**src/rtl/sram_ctrl_pkg.sv**
```systemverilog
// Shared types and constants for the SRAM access controller and its lane aligner.
package sram_ctrl_pkg;

    typedef enum logic [1:0] {
        MEM_B   = 2'b00,
        MEM_H   = 2'b01,
        MEM_W   = 2'b10,
        MEM_ILL = 2'b11
    } mem_size_e;

    typedef enum logic [2:0] {
        IDLE  = 3'd0,
        WR    = 3'd1,
        RD    = 3'd2,
        RWAIT = 3'd3,
        RESP  = 3'd4
    } ctrl_state_e;

    localparam logic [3:0] LANE_B0      = 4'b0001;
    localparam logic [3:0] LANE_LO_HALF = 4'b0011;
    localparam logic [3:0] LANE_HI_HALF = 4'b1100;
    localparam logic [3:0] LANE_ALL     = 4'b1111;

    // Illegal size or offset not naturally aligned to the access size.
    function automatic logic size_align_error(input mem_size_e size, input logic [1:0] off);
        logic err;
        case (size)
            MEM_B:   err = 1'b0;
            MEM_H:   err = off[0];
            MEM_W:   err = |off;
            default: err = 1'b1;
        endcase
        return err;
    endfunction

endpackage

```
**src/rtl/sram_lane_align.sv**
```systemverilog
// Combinational byte-lane steering for stores and shift/extend alignment for loads.
module sram_lane_align
    import sram_ctrl_pkg::*;
(
    input  mem_size_e   st_size,
    input  logic [1:0]  st_off,
    input  logic [31:0] st_wdata,
    output logic [31:0] st_data,
    output logic [3:0]  st_byte_sel,
    input  mem_size_e   ld_size,
    input  logic [1:0]  ld_off,
    input  logic        ld_unsigned,
    input  logic [31:0] ld_word,
    output logic [31:0] ld_data
);

    logic [31:0] shifted_s;

    // Store side: replicate the datum across lanes and enable only the addressed ones.
    always_comb begin
        st_data     = st_wdata;
        st_byte_sel = LANE_ALL;
        case (st_size)
            MEM_B: begin
                st_data     = {4{st_wdata[7:0]}};
                st_byte_sel = LANE_B0 << st_off;
            end
            MEM_H: begin
                st_data     = {2{st_wdata[15:0]}};
                st_byte_sel = st_off[1] ? LANE_HI_HALF : LANE_LO_HALF;
            end
            MEM_W: begin
                st_data     = st_wdata;
                st_byte_sel = LANE_ALL;
            end
            default: begin
                st_data     = st_wdata;
                st_byte_sel = LANE_ALL;
            end
        endcase
    end

    // Load side: bring the addressed lane down to bit 0, then sign/zero extend.
    always_comb begin
        shifted_s = ld_word >> {ld_off, 3'b000};
        ld_data   = shifted_s;
        case (ld_size)
            MEM_B:   ld_data = {{24{~ld_unsigned & shifted_s[7]}}, shifted_s[7:0]};
            MEM_H:   ld_data = {{16{~ld_unsigned & shifted_s[15]}}, shifted_s[15:0]};
            MEM_W:   ld_data = shifted_s;
            default: ld_data = shifted_s;
        endcase
    end

endmodule

```
**src/rtl/sram_access_ctrl.sv**
```systemverilog
// Single-outstanding load/store initiator for a single-port SRAM macro.
module sram_access_ctrl
    import sram_ctrl_pkg::*;
#(
    parameter int ADDR_WIDTH   = 7,
    parameter int DATA_WIDTH   = 32,
    parameter int READ_LATENCY = 1
) (
    input  logic                  clk,
    input  logic                  reset,
    input  logic                  req_valid,
    output logic                  req_ready,
    input  logic                  req_we,
    input  logic [31:0]           req_addr,
    input  logic [1:0]            req_size,
    input  logic                  req_unsigned,
    input  logic [DATA_WIDTH-1:0] req_wdata,
    output logic                  rsp_valid,
    input  logic                  rsp_ready,
    output logic [DATA_WIDTH-1:0] rsp_rdata,
    output logic                  rsp_err,
    output logic [ADDR_WIDTH-1:0] sram_addr_sel,
    output logic [3:0]            sram_byte_sel,
    output logic                  sram_read_enable,
    output logic                  sram_write_enable,
    output logic [DATA_WIDTH-1:0] sram_datain,
    input  logic [DATA_WIDTH-1:0] sram_dataout
);

    ctrl_state_e           state_r, state_next_s;
    mem_size_e             req_size_s, size_r;
    logic [1:0]            off_r;
    logic                  uns_r, err_r;
    logic [1:0]            cnt_r;
    logic                  accept_s, range_err_s, req_err_s, rsp_valid_next_s;
    logic [31:0]           st_data_s, ld_data_s, rdata_cap_r;
    logic [3:0]            st_byte_sel_s;
    logic                  req_ready_r, rsp_valid_r, rsp_err_r;
    logic [31:0]           rsp_rdata_r;
    logic [ADDR_WIDTH-1:0] addr_sel_r;
    logic [3:0]            byte_sel_r;
    logic                  rd_en_r, wr_en_r;
    logic [31:0]           datain_r;

    assign req_size_s  = mem_size_e'(req_size);
    assign accept_s    = req_valid & req_ready_r & (state_r == IDLE);
    assign range_err_s = (req_addr >> (ADDR_WIDTH + 2)) != 32'd0;
    assign req_err_s   = range_err_s | size_align_error(req_size_s, req_addr[1:0]);
    // The response becomes visible one cycle into RESP and drops on the handshake edge.
    assign rsp_valid_next_s = (state_r == RESP) && (state_next_s == RESP);

    sram_lane_align u_align (
        .st_size     (req_size_s),
        .st_off      (req_addr[1:0]),
        .st_wdata    (req_wdata),
        .st_data     (st_data_s),
        .st_byte_sel (st_byte_sel_s),
        .ld_size     (size_r),
        .ld_off      (off_r),
        .ld_unsigned (uns_r),
        .ld_word     (sram_dataout),
        .ld_data     (ld_data_s)
    );

    // Next-state decode for the transaction FSM.
    always_comb begin
        state_next_s = state_r;
        case (state_r)
            IDLE: begin
                if (accept_s) begin
                    if (req_err_s) begin
                        state_next_s = RESP;
                    end else if (req_we) begin
                        state_next_s = WR;
                    end else begin
                        state_next_s = RD;
                    end
                end else begin
                    state_next_s = IDLE;
                end
            end
            WR:    state_next_s = RESP;
            RD:    state_next_s = RWAIT;
            RWAIT: begin
                if (cnt_r == 2'd0) begin
                    state_next_s = RESP;
                end else begin
                    state_next_s = RWAIT;
                end
            end
            RESP: begin
                if (rsp_valid_r && rsp_ready) begin
                    state_next_s = IDLE;
                end else begin
                    state_next_s = RESP;
                end
            end
            default: state_next_s = IDLE;
        endcase
    end

    // State register, ready flag, strobes and read-latency counter.
    always_ff @(posedge clk or negedge reset) begin
        if (!reset) begin
            state_r     <= IDLE;
            req_ready_r <= 1'b0;
            rd_en_r     <= 1'b0;
            wr_en_r     <= 1'b0;
            cnt_r       <= 2'd0;
        end else begin
            state_r     <= state_next_s;
            req_ready_r <= (state_next_s == IDLE);
            rd_en_r     <= (state_next_s == RD);
            wr_en_r     <= (state_next_s == WR);
            if (state_r == RD) begin
                cnt_r <= 2'(READ_LATENCY - 1);
            end else if ((state_r == RWAIT) && (cnt_r != 2'd0)) begin
                cnt_r <= cnt_r - 2'd1;
            end
        end
    end

    // Request capture at accept and load-data capture at the end of RWAIT.
    always_ff @(posedge clk or negedge reset) begin
        if (!reset) begin
            size_r      <= MEM_B;
            off_r       <= 2'd0;
            uns_r       <= 1'b0;
            err_r       <= 1'b0;
            rdata_cap_r <= 32'd0;
        end else if (accept_s) begin
            size_r      <= req_size_s;
            off_r       <= req_addr[1:0];
            uns_r       <= req_unsigned;
            err_r       <= req_err_s;
            rdata_cap_r <= 32'd0;
        end else if ((state_r == RWAIT) && (cnt_r == 2'd0)) begin
            rdata_cap_r <= ld_data_s;
        end
    end

    // SRAM address, lane enables and write data; held between strobes.
    always_ff @(posedge clk or negedge reset) begin
        if (!reset) begin
            addr_sel_r <= '0;
            byte_sel_r <= 4'b0000;
            datain_r   <= 32'd0;
        end else if (accept_s && !req_err_s) begin
            addr_sel_r <= req_addr[ADDR_WIDTH+1:2];
            byte_sel_r <= req_we ? st_byte_sel_s : LANE_ALL;
            if (req_we) begin
                datain_r <= st_data_s;
            end
        end
    end

    // Response registers; data and error are forced to zero outside a valid response.
    always_ff @(posedge clk or negedge reset) begin
        if (!reset) begin
            rsp_valid_r <= 1'b0;
            rsp_err_r   <= 1'b0;
            rsp_rdata_r <= 32'd0;
        end else begin
            rsp_valid_r <= rsp_valid_next_s;
            rsp_err_r   <= rsp_valid_next_s & err_r;
            rsp_rdata_r <= rsp_valid_next_s ? rdata_cap_r : 32'd0;
        end
    end

    assign req_ready         = req_ready_r;
    assign rsp_valid         = rsp_valid_r;
    assign rsp_err           = rsp_err_r;
    assign rsp_rdata         = rsp_rdata_r;
    assign sram_addr_sel     = addr_sel_r;
    assign sram_byte_sel     = byte_sel_r;
    assign sram_read_enable  = rd_en_r;
    assign sram_write_enable = wr_en_r;
    assign sram_datain       = datain_r;

endmodule

```
**config.mk**
```make
export PLATFORM = sky130hd
export DESIGN_NAME = sram_access_ctrl
export DESIGN_NICKNAME = d
export VERILOG_FILES = /design/src/rtl/sram_ctrl_pkg.sv /design/src/rtl/sram_lane_align.sv /design/src/rtl/sram_access_ctrl.sv
export SDC_FILE = /design/constraint.sdc
export NUM_CORES = 1
export LEC_CHECK = 0
export CAP_MARGIN = 20
export CELL_PAD_IN_SITES_DETAIL_PLACEMENT = 1
export CELL_PAD_IN_SITES_GLOBAL_PLACEMENT = 2
export CORE_MARGIN = 1
export CORE_UTILIZATION = 29
export DETAILED_ROUTE_END_ITERATION = 6
export HOLD_SLACK_MARGIN = 0.05
export PLACE_DENSITY = 0.89
export SYNTH_ARGS = -nofsm -noshare
export SYNTH_HDL_FRONTEND = slang
export SYNTH_SLANG_ARGS = --single-unit
```
**constraint.sdc**
```tcl
create_clock -name clk -period 2.95 [get_ports clk]
set_input_delay 0.295 -clock clk [delete_from_list [all_inputs] [get_ports clk]]
set_output_delay 0.295 -clock clk [all_outputs]
set_load 0.1 [all_outputs]
```
Word level (Yosys, flattened, before mapping)
Cells that the tools add are included.

Register bits: 123. Bits in latches: 0. RAM bits: 0. ROM bits: 0. Input bits: 104. Word-level logic and storage cells: 70. Memories kept: 0.

Add/sub/neg operators: 1. Multipliers: 0. Div/mod/pow operators: 0. $lt $le $gt $ge: 0. Eq/ne operators: 10. Shift operators: 2. Multiplexer cells: 17. Bitwise logic cells: 7. Reductions and logical operators: 17.

Operators with widths (number): 32-bit one-hot mux with 2 select lines (2); 32-bit 2-to-1 mux (3); 32-bit nonzero test (1); 32-bit by 5-bit >> shifter with 32-bit output (1); 3-bit one-hot mux with 5 select lines (1); 3-bit 2-to-1 mux (4); 3-bit by 2-bit == test with 1-bit output, second input constant (3); 4-bit 2-to-1 mux (2); 4-bit one-hot mux with 2 select lines (1); 3-bit by 1-bit == test with 1-bit output, second input constant (2); 3-bit == test, second input constant (2); 2-bit zero test (3); 3-bit zero test (2); 2-bit 2-to-1 mux (3); 2-bit nonzero test (3); 1-bit bitwise AND (5); 1-bit logical AND (5); 2-bit by 1-bit == test with 1-bit output, second input constant (2); 1-bit by 2-bit << shifter with 4-bit output, first input constant (1); 1-bit one-hot mux with 3 select lines (1); 2-bit == test, second input constant (1); 2-bit AND reduction (1); 2-bit OR reduction (1); 2-bit by 1-bit subtractor with 2-bit output, second input constant (1); 3 further kinds (3).

Depth between registers and ports, before layout
Depth in word-level cells: 9. Gate-level depth with buffers: 8. Depth with buffers taken out: 6.

Modules after synthesis
A second synthesis with hierarchy kept.

Cell total of the unflattened synthesis: 546. Area, all modules: 5884.4 µm².

Modules (own cells, without submodules): sram_access_ctrl (times used 1, cells an instance 379, area an instance 4735.8 µm², seq. area each 3078.0 µm²); sram_lane_align (times used 1, cells an instance 167, area an instance 1148.6 µm², seq. area each 0.0 µm²).

Least setup slack after synthesis
No wires, ideal clock.

Path type: reg2reg. Start point: reg req_ready_r (netlist: req_ready). End point: reg datain_r[10] (netlist: sram_datain[10]). Setup time: 126 ps. Arrival time: 2392 ps. Data required time: 2824 ps. Path slack: 432 ps. Cell stages (with the launch flop): 7. Path through: dfrtp_1 > nand4bb_4 > nand2b_4 > buf_6 > nor4_4 > buf_6 > mux2_4.

Cells in the longest elaborated chain, start to end: 4.

Ends and longest elaborated chain: from (decl) (line sram_access_ctrl.sv:38) `logic req_ready_r, rsp_valid_r, rsp_err_r;`; from (signal assigned) (line sram_access_ctrl.sv:112) `req_ready_r <= (state_next_s == IDLE);`; 1-bit bitwise AND (2 in series) (line sram_access_ctrl.sv:46) `assign accept_s = req_valid & req_ready_r & (state_r == IDLE);`; 1-bit logical AND (line sram_access_ctrl.sv:148) `end else if (accept_s && !req_err_s) begin`; 2-bit AND reduction (no source line); to (signal assigned) (line sram_access_ctrl.sv:152) `datain_r <= st_data_s;`; to (decl) (line sram_access_ctrl.sv:43) `logic [31:0] datain_r;`.

No other way between the ends. A chain may end at the register's enable or synchronous reset.

Worst setup path after layout
Start point: reg state_r[0]. End point: reg datain_r[31] (netlist: sram_datain[31]).

Cells in the longest elaborated chain, start to end: 4.

Ends and longest elaborated chain: from (decl) (line sram_access_ctrl.sv:30) `ctrl_state_e state_r, state_next_s;`; from (signal assigned) (line sram_access_ctrl.sv:111) `state_r <= state_next_s;`; 3-bit zero test (line sram_access_ctrl.sv:46); 1-bit bitwise AND (line sram_access_ctrl.sv:46); 1-bit logical AND (line sram_access_ctrl.sv:148); 2-bit AND reduction (no source line).

No other way between the ends.

==> out/results.tsv <==
stage	metric	value	unit
route	vias per cell	4.823	
die	Die W	141.8	microns
logic_synthesis	Netlist cell types	44	
sta	Relative slew margins	0.3577	
cts	clk sinks	123	
die	Core Region	18960	sq um
cts	post-CTS sizing	0	
logic_synthesis	ys async rst share	1.000	
cts	Post CTS Setup Buffer Count	0	
critical_path	CP Class	reg -> reg	
sta	maximum clock frequency	437.3	MHz
sta	period utilization	0.7752	
sta	clock skew	5.736	ps
logic_synthesis	cell taking the most area after synthesis	dfrtp_1	
logic_synthesis	Synth Register Bits	123	
run_status	run status	complete, no violations	
cells_and_area	Nets	777	
sta	final hold vios	0	
cells_and_area	synthesis-to-finish area growth	44.50	%
route	initial DRC count	177	
worst_hold_path	Tightest Hold Check Type	in -> async	
flow_run	max_cap viols	0	
cts	Num CTS Buffers	17	
sta	Final min period	2287	ps
placed_design	GPL Wtd Cong	0.7776	
die	Initial Util	0.2989	
critical_path	Critical Path Sink Type	register	
route	routed len/inst	18.36	microns
die	Ports	184	
grt	global route total overflow	0	
route	WL final	17.35	mm
grt	Global Route Usage Sum	0.1818	
grt	largest net degree at the start of global routing	55	
sta	RSZ-0062 raised after global routing	no	
logic_synthesis	Synth Instances	483	
power_and_ir_drop	PwrDens	712.1	nW/um^2
cells_and_area	fraction of layout cells with a size suffix above 1	0.2818	
placed_design	Cells after DPL	912	
cells_and_area	fin cells	945	
critical_path	worst path required time	3240	ps
logic_synthesis	Synth top area share	0.5433	
grt	first-pass GRT wire length	27.44	mm
route	number of detailed-route iterations in the first pass	4	
critical_path	CP Max Fanout	32	
route	post-route ant nets	0	
die	Die Span Y	141.8	microns
cts	Root Driver	clkbuf_16	
route	via count	4558	
route	# DRC	0	
placed_design	post-DP HPWL	12.74	mm
cts	H-tree Lvls	4	
cts	CTS Hold Bufs	1	
sta	Slew Limit Fails	0	
grt	initial antenna violation count	1	
grt	vias in the first global route	5045	
critical_path	Critical Path Source Type	register	
power_and_ir_drop	LEAKAGE	0.003800	uW
logic_synthesis	Area contributors post-synth	dfrtp_1, mux2_2, mux2_4	
logic_synthesis	most common cell in the netlist	dfrtp_1	
sta	TNS Setup	0	ps
logic_synthesis	sequential area share after synthesis	0.5433	
cts	Clk Latency, worst-skew pair	410	ps
die	DIE AREA	20100	sq um
cells_and_area	diode count	0	
power_and_ir_drop	total power draw	5830	uW
placed_design	port buffer count	183	
cts	CTS tree	done	
sta	Worst-Margin Slew	960.5	ps
critical_path	crit path launch	state_r[0]	
cts	CTS max path bufs	2	
logic_synthesis	Avg Cell Area, Syn	11.73	sq um
critical_path	critical path arrival	2580	ps
sta	final setup vio count	0	
sta	Hold WS	421.7	ps
logic_synthesis	syn_nets	588	
logic_synthesis	top cell types by occurrence after synthesis	dfrtp_1, nand2_1, o21ai_0	
critical_path	FF-to-FF Start	state_r[0]	
die	FP Rows	50	
cells_and_area	Final Core Density	0.4319	
logic_synthesis	top_reg_cell synth	dfrtp_1	
logic_synthesis	EDFF count, synth	0	
cts	Clock transition at path regs	60	ps
logic_synthesis	synth warn	0	
power_and_ir_drop	maximum vdd drop	0.0004336	V
logic_synthesis	mapped cell area	5665	sq um
-- state kept, by name, summed over array words and instances, names as in the netlist, 2 cells and up --
| register | flops |
|---|---|
| rdata_cap_r | 32 |
| rsp_rdata | 32 |
| sram_datain | 32 |
| sram_addr_sel | 7 |
| sram_byte_sel | 4 |
| state_r | 3 |
| cnt_r | 2 |
| off_r | 2 |
| size_r | 2 |
-- layer usage --
metal | vias to the layer above | global-route usage | wire, microns
met5 | - | 0 | 11
li1 | 2081 | - | -
met1 | 2282 | 0.2066 | 7176
met4 | 2 | 0.05716 | 219
met2 | 176 | 0.3210 | 8690
met3 | 17 | 0.06041 | 1249
-- layout make-up --
class	count	area, sq um
fillers	2081	10770
flip-flops and latches	123	3078
multi-input cells	325	2416
repair buffers	199	1779
clock buffers	21	470.5
well taps	260	325.3
clock inverters	11	95.09
inverters	6	22.52
-- kinds of logic (layout without fill, tap and decap cells) --
logic type               Yosys count  in the layout  synth area share
AO/OA/AOI/OAI                     85             85           0.09320
multiplexers                      92             92            0.1926
flip-flops                       123            123            0.5433
AND/OR/NAND/NOR                  147            147            0.1376
adder cells (fa/ha/maj)            1              1          0.002208
buffers and inverters             35            237           0.03114
-- final timing paths --
kind | depth (start not counted) | slack, ps | to
min in group clk | 3 | 430 | uns_r
max | 5 | 660 | sram_datain[31]
min reg2reg | 1 | 470 | rsp_rdata[20]
max in group asynchronous | 3 | 1710 | sram_datain[28]
max reg2reg | 5 | 660 | sram_datain[31]
min | 2 | 420 | rsp_rdata[8]
-- layout by cell type, fill, tap and decap left out, types with 10 or more instances in the layout --
cell,instances
dfrtp_1,123
clkdlybuf4s50_1,103
buf_4,93
nand2_1,48
o21ai_0,38
mux2_2,37
and2_1,33
mux2i_1,25
nor2_1,20
mux2_4,20
nand3_1,19
clkbuf_16,17
a21oi_1,11
o211ai_1,10
-- power by group --
| part | switching, uW | leakage (uW) | internal [uW] |
|---|---|---|---|
| clock | 776 | 0.000263 | 1220 |
| sequential | 127 | 0.00167 | 1850 |
| combinational | 1250 | 0.00186 | 615 |
| total | 2150 | 0.00380 | 3680 |
-- through the flow --
step           instance area (sq um)  worst slack (ps)
2_1_floorplan                   5665             431.6
3_3_place_gp                    7611             330.1
3_5_place_dp                    7611             223.7
4_1_cts                         8187             636.7
5_1_grt                         8187             517.7
6_report                        8187             663.2
-- worst max-delay path, stage by stage (launching register included) --
cell	delay [ps]
dfrtp_1	500
nand4bb_4	280
nand2b_4	320
nor4_4	390
buf_12	290
mux2_2	370
No activity file was read; power rests on OpenSTA's default activity.
==> edit 1 (same flow settings) <==
`rsp_rdata_r` no longer has a reset.
--- a/src/rtl/sram_access_ctrl.sv
+++ b/src/rtl/sram_access_ctrl.sv
@@ -159,12 +159,14 @@
         if (!reset) begin
             rsp_valid_r <= 1'b0;
             rsp_err_r   <= 1'b0;
-            rsp_rdata_r <= 32'd0;
         end else begin
             rsp_valid_r <= rsp_valid_next_s;
             rsp_err_r   <= rsp_valid_next_s & err_r;
-            rsp_rdata_r <= rsp_valid_next_s ? rdata_cap_r : 32'd0;
         end
+    end
+
+    always_ff @(posedge clk) begin
+        rsp_rdata_r <= rsp_valid_next_s ? rdata_cap_r : 32'd0;
     end
 
     assign req_ready         = req_ready_r;
Formal check against the unedited RTL: differs if reset is asserted again (counterexample within 10 cycles, from zero or initial values and one cycle with reset low); with reset held inactive, the same outputs for 10 cycles.
==> edit 1 against the original RTL <==
Total power is 7.2% lower; routed wire length is 3.9% lower; final area is 1.1% lower; clock power increased by 14%; area after synthesis is 2.2% lower; non-clock buffer count fell by 2; setup slack lost 0.024 ns; sequential cell count stayed put.
==> edit 1: results (changes against the original RTL) <==
- Met1 Use GR: 20.56% (was 20.66%)
- Initial antenna violation count: 0 (was 1)
- Number of global-route vias before repair: 4,727 (was 5,045)
- Post-Synth Adder-Cell Area: 0.2259% (was 0.2208%)
- Tot GR Track Use: 17.53% (was 18.18%)
- Synth area leaders: dfrtp_1, dfxtp_1, mux2_2, mux2_4, mux2i_1 (was dfrtp_1, mux2_2, mux2_4, mux2i_1, and2_1)
- Critical path arrival: 2.61 ns (was 2.58 ns)
- Met2 Track Usage GR: 30.68% (was 32.10%)
- Synth Area in Compound Gates: 10.35% (was 9.320%)
- Comb pwr share: 24.9% (was 31.9%)
- R2r startpoint: cnt_r[0] (was state_r[0])
- CTS Buf Count: 17 (unchanged)
- VDD IR max: 407.4 uV (was 433.6 uV)
- Share of layout cells above drive strength 1: 31.66% (was 28.18%)
- Post-CTS Resized: 0 (unchanged)
- Hold WC Path Type: input pin to flop (was input pin to asynchronous set/reset pin)
- Starting DRT DRC Count: 143 (was 177)
- Reg2reg path depth: 6 (was 5)
- Xor-xnor portion of the synthesized cell area: 0% (unchanged)
- Status: completed (unchanged)
- GR Util met3: 4.889% (was 6.041%)
- RePlAce Congestion: 0.8216 (was 0.7776)
- Port buffer count: 183 (unchanged)
- Synth Net Count: 563 (was 588)
- Asr flop ratio synth: 73.98% (was 100.0%)
- Antenna cells: 0 (unchanged)
- Clock power frac: 41.7% (was 34.2%)
- Initial DRT Pass Iterations: 4 (unchanged)
- Highest metal used: met4 (was met5)
- Switch Pwr: 1.695 mW (was 2.150 mW)
- M1 WL: 6825 microns (was 7176 microns)
- Buffer count from post-CTS setup fixing: 0 (unchanged)
- Clock Path Buffers: 2 (unchanged)
- Rel. slew slack: 62.86% (was 35.77%)
- Crit Path Max Fanout: 32 (unchanged)
- Synth warn: 0 (unchanged)
- CTS clk-pin slew, worst paths: 0.06 ns (about the same)
- Mux share of post-synthesis cell area: 20.71% (was 19.26%)
- Fillers: 1,999 (was 2,081)
- Via count: 4,390 (was 4,558)
- Metal3 WL: 1217 microns (was 1249 microns)
- R2R Setup Slk: 0.66 ns
- Drt wl/cell: 18.72 microns (was 18.36 microns)
- Skew final: 0.007183 ns (was 0.005736 ns)
- P_leak: 3.698 nW (was 3.800 nW)
- Top cells by count, synth: dfrtp_1, mux2_2, and2_1 (was dfrtp_1, nand2_1, o21ai_0)
- Dpl cell area: 7428 sq um (was 7611 sq um)
- FF-to-FF End: rdata_cap_r[27] (was sram_datain[31])
- Routed wire length on met2: 8434 microns (was 8690 microns)
- CTS H-Tree Depth: 4 (unchanged)
- Register area share after synthesis: 52.68% (was 54.33%)
- Worst setup endpoint: sram_datain[20] (was sram_datain[31])
- DP Wirelength: 12,130 microns (was 12,740 microns)
- Clock Latency Late Sink: 0.42 ns
- Largest net degree at the start of global routing: 92 (was 55)
- Fin nets: 749 (was 777)
- Global-route wire length before repair: 26,170 microns (was 27,440 microns)
- Post-synth cell types: 49 (was 44)
- Worst Setup SP: req_addr[10] (was state_r[0])
[edit 1: cell types whose count changed in the layout (fill, tap and decap cells not counted), moves of 6 or more]
cell	change
o21ai_0	-10
clkinvlp_4	-6
a211oi_1	-7
o211ai_1	-10
mux2_1	-9
a221o_1	+15
nand2_1	-19
dfxtp_1	+32
a21oi_1	+7
mux2_4	+9
dfrtp_1	-32
[edit 1: layout make-up]
class | instances | area, sq um | share of cell area [%]
Sequential cell | 123 | 2918 | 36.04
Timing Repair Buffer | 197 | 1768 | 21.84
Inverter | 6 | 22.52 | 0.2782
Multi-Input combinational cell | 299 | 2451 | 30.28
Clock inverter | 14 | 192.7 | 2.380
Clock buffer | 18 | 450.4 | 5.564
Tap cell | 234 | 292.8 | 3.617
[edit 1: per-stage QoR]
stage          power, mW  hold WS [ns]  instances  worst slack, ns
2_1_floorplan      2.689    -0.0005911        458           0.6135
3_3_place_gp       3.136        0.3842        857           0.3066
3_5_place_dp       3.170        0.3930        857           0.1393
4_1_cts            5.459        0.4342        890           0.5545
5_1_grt            5.632        0.4579        891           0.4482
6_report           5.412        0.4454        891           0.6394
[edit 1: worst min path at each step]
stage	start	endpoint	slack, ns	depth (start not counted)
2_1_floorplan	reset	cnt_r[0]	-0.0006	0
3_3_place_gp	reset	sram_datain[7]	0.38	2
5_1_grt	req_unsigned	uns_r	0.46	3
4_1_cts	req_unsigned	uns_r	0.43	3
3_5_place_dp	reset	sram_byte_sel[3]	0.39	2
6_report	req_unsigned	uns_r	0.45	3
[edit 1: worst max-delay path, cell delays in order]
cell             delay [ns]
clkdlybuf4s50_1        0.40
nor4_1                 0.51
nand4_1                0.40
nor4_4                 0.33
buf_12                 0.30
mux2_2                 0.37
[edit 1: what timing repair did]
action,CTS,global route
hold endpoints to repair,91,0
hold buffers,1,0
setup endpoints to repair,0,0
==> edit 2 (same settings) <==
Made on the original files. Change the parameter `ADDR_WIDTH` from 7 to 6.
--- a/src/rtl/sram_access_ctrl.sv
+++ b/src/rtl/sram_access_ctrl.sv
@@ -2,7 +2,7 @@
 module sram_access_ctrl
     import sram_ctrl_pkg::*;
 #(
-    parameter int ADDR_WIDTH   = 7,
+    parameter int ADDR_WIDTH   = 6,
     parameter int DATA_WIDTH   = 32,
     parameter int READ_LATENCY = 1
 ) (
Ports: changed (resized sram_addr_sel); port bits go from 184 to 183. The function was not compared with the original's and may differ.
==> edit 2 against the original RTL <==
Routed wire length shrank 2.2%; die area shrank 2.1%; final area is 0.92% lower; non-clock buffer count unchanged; critical path depth did not move; total power is 3.2% higher; sequential share of layout area about the same; clock skew grew 0.0026 ns; area after synthesis decreased by 2.1%; first-iteration DRC count is 21% lower; setup slack better by 0.060 ns; sequential cell count fell by 1.
==> edit 2: results (changes against the original RTL) <==
- Crit Path Max Fanout: 33 (was 32)
- VDD IR max: 419.5 uV (was 433.6 uV)
- Clock power frac: 36.5% (was 34.2%)
- DP Wirelength: 12,380 microns (was 12,740 microns)
- DR vias/cell: 4.862 (was 4.823)
- Synth area leaders: dfrtp_1, mux2_2, mux2_1, mux2i_1, and2_1 (was dfrtp_1, mux2_2, mux2_4, mux2i_1, and2_1)
- Post-Synth Adder-Cell Area: 0.2257% (was 0.2208%)
- Multi-input comb cells: 324 (was 325)
- Total wire length: 16,970 microns (was 17,350 microns)
- Synth Net Count: 586 (was 588)
- Post-synth cell types: 42 (was 44)
- Seq cells post-synth: 122 (was 123)
- Status: completed (unchanged)
- Share of layout cells above drive strength 1: 25.33% (was 28.18%)
- Starting DRT DRC Count: 140 (was 177)
- Global-route wire length before repair: 27,030 microns (was 27,440 microns)
- Top cells by count, synth: dfrtp_1, nand2_1, o21ai_0 (unchanged)
- Sequential cell area: 3053 sq um (was 3078 sq um)
- Fin nets: 775 (was 777)
- Register area share after synthesis: 55.07% (was 54.33%)
- R2R Setup Slk: 0.72 ns (was 0.66 ns)
- Skew final: 0.008325 ns (was 0.005736 ns)
- Signal buf overhead: 21.90% (was 21.73%)
- Critical path arrival: 2.52 ns (was 2.58 ns)
- Clock network area share: 7.774% (was 6.908%)
- Mux share of post-synthesis cell area: 18.12% (was 19.26%)
- Initial antenna violation count: 0 (was 1)
- Highest metal used: met4 (was met5)
- Sequential share of power: 32.5% (was 33.9%)
- Number of global-route vias before repair: 5,010 (was 5,045)
- Met2 Track Usage GR: 30.21% (was 32.10%)
- Clock buffer count: 20 (was 21)
- Hold WC Path Type: input pin to flop (was input pin to asynchronous set/reset pin)
## edit 2: per-stage QoR
step / hold slack (ns) / std cells / instance area [sq um] / power, mW / setup slack (ns)
after floorplan: -0.0005911 / 481 / 5544 / 3.231 / 0.4122
after global placement: 0.4585 / 884 / 7471 / 3.825 / 0.5268
after detailed placement: 0.4719 / 884 / 7471 / 3.872 / 0.4218
after CTS: 0.4120 / 917 / 8112 / 6.093 / 0.6890
after global routing: 0.4314 / 917 / 8112 / 6.296 / 0.6018
final: 0.4209 / 917 / 8112 / 6.019 / 0.7233
## edit 2: path summary, 6_finish.rpt
check                                     start          endpoint  cells after the start
worst max-delay path                 state_r[0]    sram_datain[0]                      5
worst min-delay path               req_unsigned             uns_r                      3
worst max register to register       state_r[0]    sram_datain[0]                      5
worst min register to register  rdata_cap_r[25]     rsp_rdata[25]                      1
max in group asynchronous                 reset   sram_datain[17]                      3
min in group asynchronous                 reset  sram_read_enable                      2
